**config.mk**
```make
export PLATFORM = sky130hd
export DESIGN_NAME = sha_pad_scheduler
export DESIGN_NICKNAME = d
export VERILOG_FILES = /design/src/rtl/sha_pad_scheduler.sv
export SDC_FILE = /design/constraint.sdc
export NUM_CORES = 1
export LEC_CHECK = 0
export ABC_AREA = 1
export CAP_MARGIN = 20
export CELL_PAD_IN_SITES_DETAIL_PLACEMENT = 0
export CELL_PAD_IN_SITES_GLOBAL_PLACEMENT = 1
export CORE_MARGIN = 2
export CORE_UTILIZATION = 43
export DETAILED_ROUTE_END_ITERATION = 12
export GPL_TIMING_DRIVEN = 0
export PLACE_DENSITY_LB_ADDON = 0.1
export SETUP_SLACK_MARGIN = 0.2
export SLEW_MARGIN = 20
export SYNTH_ARGS = -nofsm -noshare
export SYNTH_HDL_FRONTEND = slang
export SYNTH_SLANG_ARGS = --single-unit
```
**constraint.sdc**
```tcl
create_clock -name clk -period 2.7 [get_ports clk]
set_input_delay 0.27 -clock clk [delete_from_list [all_inputs] [get_ports clk]]
set_output_delay 0.27 -clock clk [all_outputs]
set_load 0.02 [all_outputs]
```
**src/rtl/sha_pad_scheduler.sv**
```systemverilog
// Purpose : queues SHA-256 padder jobs, launches them one at a time and steers each into a free bank.
// Latency : request to go >= 2 cycles; finish to done 1 cycle; minimum 3 cycles between go pulses.
// Backpressure: req_ready drops while the queue is full; the queue stalls while the next bank is occupied.
//
// Ports:
//   clk, reset                      clock and asynchronous active-low reset
//   host__sch__req_*                length request (valid/ready), host__sch__release* bank free pulse
//   sch__pad__*, pad__sch__finish   padder launch (go, length, bank) and completion pulse
//   sch__host__*                    done/error pulses, busy flag and queue occupancy
module sha_pad_scheduler #(
  parameter int MAX_MESSAGE_LENGTH = 55,
  parameter int QUEUE_DEPTH        = 4,
  parameter int NUM_BANKS          = 4,
  parameter int TIMEOUT_CYCLES     = 255,
  localparam int LW = $clog2(MAX_MESSAGE_LENGTH) + 1,
  localparam int QW = $clog2(QUEUE_DEPTH),
  localparam int BW = $clog2(NUM_BANKS)
) (
  input  logic          clk,
  input  logic          reset,
  input  logic          host__sch__req_valid,
  input  logic [LW-1:0] host__sch__req_length,
  output logic          sch__host__req_ready,
  input  logic          host__sch__release,
  input  logic [BW-1:0] host__sch__release_bank,
  output logic          sch__pad__go,
  output logic [LW-1:0] sch__pad__msg_length,
  output logic [BW-1:0] sch__pad__bank,
  input  logic          pad__sch__finish,
  output logic          sch__host__done,
  output logic [BW-1:0] sch__host__done_bank,
  output logic          sch__host__error,
  output logic [1:0]    sch__host__err_code,
  output logic          sch__host__busy,
  output logic [QW:0]   sch__host__queue_count
);

  localparam int TW = $clog2(TIMEOUT_CYCLES + 1);
  localparam logic [LW-1:0] MAX_LEN    = LW'(MAX_MESSAGE_LENGTH);
  localparam logic [QW:0]   Q_FULL     = (QW + 1)'(QUEUE_DEPTH);
  localparam logic [TW-1:0] TIMER_LAST = TW'(TIMEOUT_CYCLES - 1);

  typedef enum logic [1:0] {IDLE, LAUNCH, WAIT} state_t;

  state_t               state;
  logic [LW-1:0]        q_mem [QUEUE_DEPTH];
  logic [QW-1:0]        q_head;
  logic [QW-1:0]        q_tail;
  logic [QW:0]          q_cnt;
  logic [NUM_BANKS-1:0] bank_busy;
  logic [BW-1:0]        ptr;
  logic [TW-1:0]        timer;

  logic accept;
  logic len_ok;
  logic push;
  logic bad_len;
  logic pop;

  // Ready is forced low during reset so every output reads 0 while reset is held.
  assign sch__host__req_ready = reset && (q_cnt != Q_FULL);

  assign accept  = host__sch__req_valid && sch__host__req_ready;
  assign len_ok  = (host__sch__req_length != '0) && (host__sch__req_length <= MAX_LEN);
  assign push    = accept && len_ok;
  assign bad_len = accept && !len_ok;

  // Strict round-robin: the head job waits for bank[ptr] rather than skipping ahead.
  assign pop = (state == IDLE) && (q_cnt != '0) && !bank_busy[ptr];

  assign sch__host__busy        = (state != IDLE) || (q_cnt != '0);
  assign sch__host__queue_count = q_cnt;

  // Queue storage needs no reset: entries are only read below the count.
  always_ff @(posedge clk) begin
    if (push) q_mem[q_tail] <= host__sch__req_length;
  end

  always_ff @(posedge clk or negedge reset) begin
    if (!reset) begin
      q_head <= '0;
      q_tail <= '0;
      q_cnt  <= '0;
    end else begin
      if (push) q_tail <= q_tail + QW'(1);
      if (pop)  q_head <= q_head + QW'(1);
      case ({push, pop})
        2'b10:   q_cnt <= q_cnt + (QW + 1)'(1);
        2'b01:   q_cnt <= q_cnt - (QW + 1)'(1);
        default: q_cnt <= q_cnt;
      endcase
    end
  end

  always_ff @(posedge clk or negedge reset) begin
    if (!reset) begin
      state                <= IDLE;
      bank_busy            <= '0;
      ptr                  <= '0;
      timer                <= '0;
      sch__pad__go         <= 1'b0;
      sch__pad__msg_length <= '0;
      sch__pad__bank       <= '0;
      sch__host__done      <= 1'b0;
      sch__host__done_bank <= '0;
      sch__host__error     <= 1'b0;
      sch__host__err_code  <= 2'b00;
    end else begin
      sch__pad__go        <= 1'b0;
      sch__host__done     <= 1'b0;
      sch__host__error    <= bad_len;
      sch__host__err_code <= {1'b0, bad_len};

      // Release first so a done to the same bank in this cycle overrides it.
      if (host__sch__release) bank_busy[host__sch__release_bank] <= 1'b0;

      case (state)
        IDLE: begin
          if (pop) begin
            sch__pad__msg_length <= q_mem[q_head];
            sch__pad__bank       <= ptr;
            sch__pad__go         <= 1'b1;
            state                <= LAUNCH;
          end
        end
        LAUNCH: begin
          timer <= '0;
          state <= WAIT;
        end
        WAIT: begin
          timer <= timer + TW'(1);
          if (pad__sch__finish) begin
            sch__host__done           <= 1'b1;
            sch__host__done_bank      <= sch__pad__bank;
            bank_busy[sch__pad__bank] <= 1'b1;
            ptr                       <= ptr + BW'(1);
            state                     <= IDLE;
          end else if (timer == TIMER_LAST) begin
            // This is the TIMEOUT_CYCLES-th WAIT cycle; the bank was never written, keep ptr.
            sch__host__error       <= 1'b1;
            sch__host__err_code[1] <= 1'b1;
            state                  <= IDLE;
          end
        end
        default: state <= IDLE;
      endcase
    end
  end

endmodule

```
# Word-level counts from Yosys, hierarchy flattened
# Memory sizes are Yosys's and may differ from the RTL's. A register that Yosys moved wholly into a read port is not among the register bits.
# Index checks and enable logic that the tools add are counted.
[word_totals]
mem_bits_rw = 28
memories = 1
elab_cells = 86
reg_bits = 32
inputBits = 14
[mem_list]
columns = ["memory", "depth", "width", "rd", "rd_clocked_by_memory_dff", "write_ports", "line", "source"]
rows = [
  ["q_mem", 4, 7, 1, 1, 1, "46", "logic [LW-1:0] q_mem [QUEUE_DEPTH];"],
]
[classes]
n_eq_ne = 8
reduce_logical = 22
n_addsub = 6
bitwise_logic = 3
mux = 27
n_lt_le_gt_ge = 6
[ops]
columns = ["operator", "count"]
rows = [
  ["$pmux W8 S2", 1],
  ["$mux W1", 15],
  ["$mux W4", 3],
  ["$logic_and A1 B1 Y1", 9],
  ["$lt A2 B3 Y1 const B", 3],
  ["$add A8 B1 Y8 const B", 1],
  ["$eq A8 B8 Y1 const B", 1],
  ["$le A7 B6 Y1 const B", 1],
  ["$reduce_bool A7 Y1", 1],
  ["$add A2 B1 Y2 const B", 3],
  ["$mux W2", 3],
  ["$ne A3 B3 Y1 const B", 2],
  ["$pmux W2 S3", 1],
  ["$pmux W3 S2", 1],
  ["$reduce_and A2 Y1", 3],
  ["$reduce_bool A2 Y1", 3],
  ["$and A4 B4 Y4", 1],
  ["$demux W1 S2", 2],
  ["$eq A2 B1 Y1 const B", 2],
  ["$eq A2 B2 Y1 const B", 2],
  ["$ge A2 B1 Y1 const B", 2],
  ["$not A4 Y4", 1],
  ["$or A4 B4 Y4", 1],
  ["$add A3 B1 Y3 const B", 1],
  ["7 further kinds", 9],
]

# Longest topological paths before layout
[logic_depth]
word_depth = 10
ltp_mapped = 12
mapped_depth_nobuf = 12

# Worst setup path before layout
# OpenSTA, ideal clock, no wires.
[synth_path]
path_kind = "flip-flop to flip-flop"
start = "register state[0]"
end = "register q_cnt[2], in the netlist sch__host__queue_count[2]"
required_ns = 2.569
arrival_ns = 2.009
path_slack_ns = 0.560
period_less_slack_ns = 2.140
n_path_buf = 0
path_stages_with_launch = 13
setup_ns = 0.131
path_cell_list = "dfrtp_1 inv_1 ha_1 inv_1 a21oi_4 nand3_4 clkinv_4 ha_1 inv_1 fa_1 a21oi_1 o21ai_0 xor2_1"
[synth_between]
elab_chain_cells = 5
elab_cells_between_ends = 7
classes_between = "eq/ne: 2; mux: 1; reduce/logical: 4"
[synth_lines]
columns = ["element", "line", "source"]
rows = [
  ["from (decl)", "45", "state_t state;"],
  ["from (signal assigned)", "97", "state <= IDLE;"],
  ["from (signal assigned)", "123", "state <= LAUNCH;"],
  ["from (signal assigned)", "128", "state <= WAIT;"],
  ["$logic_not A2 Y1 *", "69", "assign pop = (state == IDLE) && (q_cnt != '0) && !bank_busy[ptr];"],
  ["$logic_and A1 B1 Y1 * (2 in series)", "69", ""],
  ["named net pop", "58", "logic pop;"],
  ["$eq A2 B1 Y1 or $eq A2 B2 Y1 (tied branches)", "87", "case ({push, pop})"],
  ["$pmux W3 S2 or $reduce_bool A2 Y1 (tied branches)", "--", ""],
  ["to (signal assigned)", "88", "2'b10: q_cnt <= q_cnt + (QW + 1)'(1);"],
  ["to (signal assigned)", "89", "2'b01: q_cnt <= q_cnt - (QW + 1)'(1);"],
  ["to (signal assigned)", "90", "default: q_cnt <= q_cnt;"],
  ["to (decl)", "49", "logic [QW:0] q_cnt;"],
]
# Mark *: on every way through the listed nets, which the timed path passes. The rest lies on a longest branch.
# A chain may end at the register's enable or synchronous reset.

# Final worst setup path
[layout_path]
start = "input reset"
end = "register q_cnt[2], in the netlist sch__host__queue_count[2]"
[layout_between]
elab_chain_cells = 5
elab_cells_between_ends = 7
classes_between = "eq/ne: 2; mux: 1; reduce/logical: 4"
[layout_lines]
columns = ["element", "line", "source"]
rows = [
  ["from (decl)", "20", "input logic reset,"],
  ["$logic_and A1 B1 Y1 *", "61", "assign sch__host__req_ready = reset && (q_cnt != Q_FULL);"],
  ["$logic_and A1 B1 Y1 *", "63", "assign accept = host__sch__req_valid && sch__host__req_ready;"],
  ["$logic_and A1 B1 Y1 *", "65", "assign push = accept && len_ok;"],
  ["$eq A2 B1 Y1 or $eq A2 B2 Y1 (tied branches)", "87", ""],
  ["$pmux W3 S2 or $reduce_bool A2 Y1 (tied branches)", "--", ""],
]
# Every way passes the cells marked *; elsewhere a longest branch is shown, timed or not.

==> reports/metrics.yaml <==
run_status:
  outcome: "finished clean"
placement:
  dp_hpwl_um: 3890
  place_inst: 405
  numPortBuffers: 34
  gp_congestion: 0.750
timing:
  setup_viol: 0
  slew_headroom_pct: 53.1
  slew_violations: 0
  worst_pin_slew_ns: 0.700
  whs_ns: 0.441
  post-route-period-util_pct: 86.3
  skew_ns: 0.00879
  fin_setup_tns_ns: 0
  hold_viol: 0
  max_freq_mhz: 429
  rsz0062_at_grt: "no"
  period_needed_ns: 2.33
floorplan:
  die_area_sq_um: 7620
  fp.dieH_um: 87.3
  fp.dieW_um: 87.3
  io_pins: 35
  start_util_pct: 44.2
  core_sq_um: 6760
  fp-row-count: 30
clock_tree:
  cts.sinks: 67
  cts_tree: "done"
  cts_buffers: 9
  root_buffer: "clkbuf_8"
  clock_latency_ns: 0.33
  clk_pin_slew_worst_paths_ns: 0.08
  cts.path.max_buffers: 2
  h-tree-depth: 3
grt:
  grt_pass1_wl_um: 9200
  grt.overflow.total: 0
  antenna_found_initial: 0
  grt_max_degree: 29
  grt_pass1_vias: 1933
  grt_util_all_layers_pct: 15.9
worst_setup_path:
  crit_path_end_kind: "flop"
  cpPeakStageDelay_ns: 0.53
  cp-start-kind: "primary input"
  cp_max_fo: 28
  required_ns: 2.91
  crit_chain: "dlygate4sd3_1, buf_2, buf_12, a21boi_2, nand2_2, nor2_4, inv_4, ha_1, inv_1, fa_1, a21oi_1, o21ai_0, xor2_1"
  crit_family: "buffers and inverters"
  critPathBufInv: 5
  arrival_ns: 2.54
  cp_slowest_cell: "dlygate4sd3_1"
  critical_path_class: "in -> reg"
synthesis:
  yosys.area.top_type: "dfrtp_1"
  synthTopCellsByCount: "53 x nand2_1, 43 x inv_1, 39 x dfrtp_1"
  seq_area_frac_synth_pct: 60.9
  ys_ff_latch: 67
  synth_edf_count: 28
  syn-num-nets: 316
  synthArstFlopShare_pct: 58.2
  synth_area_sq_um: 2980
  synth_ff_type: "dfrtp_1"
  syn_area_per_cell_sq_um: 10.3
  syn_inst: 290
  ys_warn_count: 0
  ys_types: 30
  synth.top_cell.area_share_pct: 32.7
  yosysMostFrequentCell: "nand2_1"
  synth.area.top_cells: "dfrtp_1 33%, edfxtp_1 28%, nand2_1 6.7%, inv_1 5.4%, ha_1 4.6%"
cells_and_area:
  fin_util_pct: 54.5
  layout-drive-gt1-share_pct: 11.6
  final_cells: 426
  synthToLayoutAreaGrowth_pct: 23.3
  fin_nets: 367
  diodes: 0
  num-fill-cells: 625
power:
  vdd_drop_max_v: 0.000418
  power_density_nw_per_um2: 1080
  power.leakage_nw: 1.62
route:
  routed_wl_um: 5520
  via_per_inst: 4.70
  first_pass_iters: 4
  antenna_left: 0
  drt-initial-drc-count: 76
  wl_per_cell_um: 13.0
  num_vias: 2001
  drc_errors: 0
run:
  max_cap_viol_count: 0
hold_path:
  hp-class: "in -> async"
layout by cell type, fill, tap and decap left out, types with 4 or more instances in the layout:
cell type,instances
buf_4,4
ha_1,10
nand3_1,9
nor2_1,31
xor2_1,4
edfxtp_1,28
o22ai_1,8
clkinvlp_4,4
a21oi_1,6
dfrtp_1,39
clkdlybuf4s50_1,33
o21ai_0,27
nand2_2,4
clkbuf_8,9
inv_1,43
nor3_1,6
nand2_1,53
layer usage:
metal | routed length (um) | global-route usage [%] | part of all wire, %
met3 | 175 | 3.22 | 3.2
met5 | 0 | 0 | 0
met2 | 2610 | 24.7 | 47
met1 | 2670 | 21.7 | 48
met4 | 64 | 6.71 | 1.2
power breakdown:
group,total [mW],switching (mW),internal (mW)
clock network,0.799,0.379,0.421
registers,1.50,0.190,1.31
logic,1.69,0.975,0.719
path summary, 6_finish.rpt:
| path | startpoint | to | slack [ns] | cells after the start |
|---|---|---|---|---|
| max in group asynchronous | reset | sch__pad__go | 1.30 | 3 |
| min in group clk | sch__pad__msg_length[3] | sch__pad__msg_length[3] | 0.48 | 2 |
| hold / removal | reset | q_head[1] | 0.44 | 3 |
| hold reg to reg | sch__pad__msg_length[3] | sch__pad__msg_length[3] | 0.48 | 2 |
| setup reg to reg | state[0] | sch__host__queue_count[2] | 0.46 | 12 |
| setup / recovery | reset | sch__host__queue_count[2] | 0.37 | 13 |
tightest hold or removal path, stage by stage:
cell           delay, ns
dlygate4sd3_1       0.52
buf_2               0.14
buf_12              0.19
timing repair:
action / CTS / global route
resized for setup: 0 / 2
setup buffers: 0 / 3
hold buffers: 2 / 0
endpoints found under the setup margin: 0 / 1
endpoints found under the hold margin: 12 / 0
cell families after synthesis:
family                     Yosys count  share of synthesized area, %
and+or+nand+nor                    109                          15.9
buffers and inverters               50                          7.17
DFF                                 67                          60.9
AOI/OAI and AO/OA                   47                          9.31
adders and majority gates           12                          5.28
xor gates and xnor gates             5                          1.47
through the flow:
| stage | setup slack [ns] | total power [mW] | cell area, sq um |
|---|---|---|---|
| 6_report | 0.369 | 3.99 | 3680 |
| 5_1_grt | 0.216 | 4.30 | 3680 |
| 4_1_cts | 0.320 | 3.98 | 3650 |
| 3_5_place_dp | 0.197 | 3.17 | 3440 |
| 3_3_place_gp | -1.08 | 3.14 | 3420 |
| 2_1_floorplan | 0.560 | 2.61 | 2980 |
state kept, by name, indices dropped and copies added, names as in the netlist, 2 cells and up:
signal / count
timer: 8
sch__pad__msg_length: 7
state: 2
sch__pad__bank: 2
q_tail: 2
sch__host__done_bank: 2
q_head: 2
sch__host__queue_count: 3
bank_busy: 4
q_mem: 28
sch__host__err_code: 2
ptr: 2
layout make-up:
type | count | area [sq um] | share of cell area, %
sequential | 67 | 1820 | 49.4
multi-input combinational | 173 | 956 | 26.0
timing repair buffer | 40 | 398 | 10.8
inverter | 47 | 184 | 5.00
clock buffer | 9 | 124 | 3.37
tap | 80 | 100 | 2.72
clock inverter | 7 | 68.8 | 1.87
buffer | 3 | 32.5 | 0.884
(Power assumes the default switching activity.)
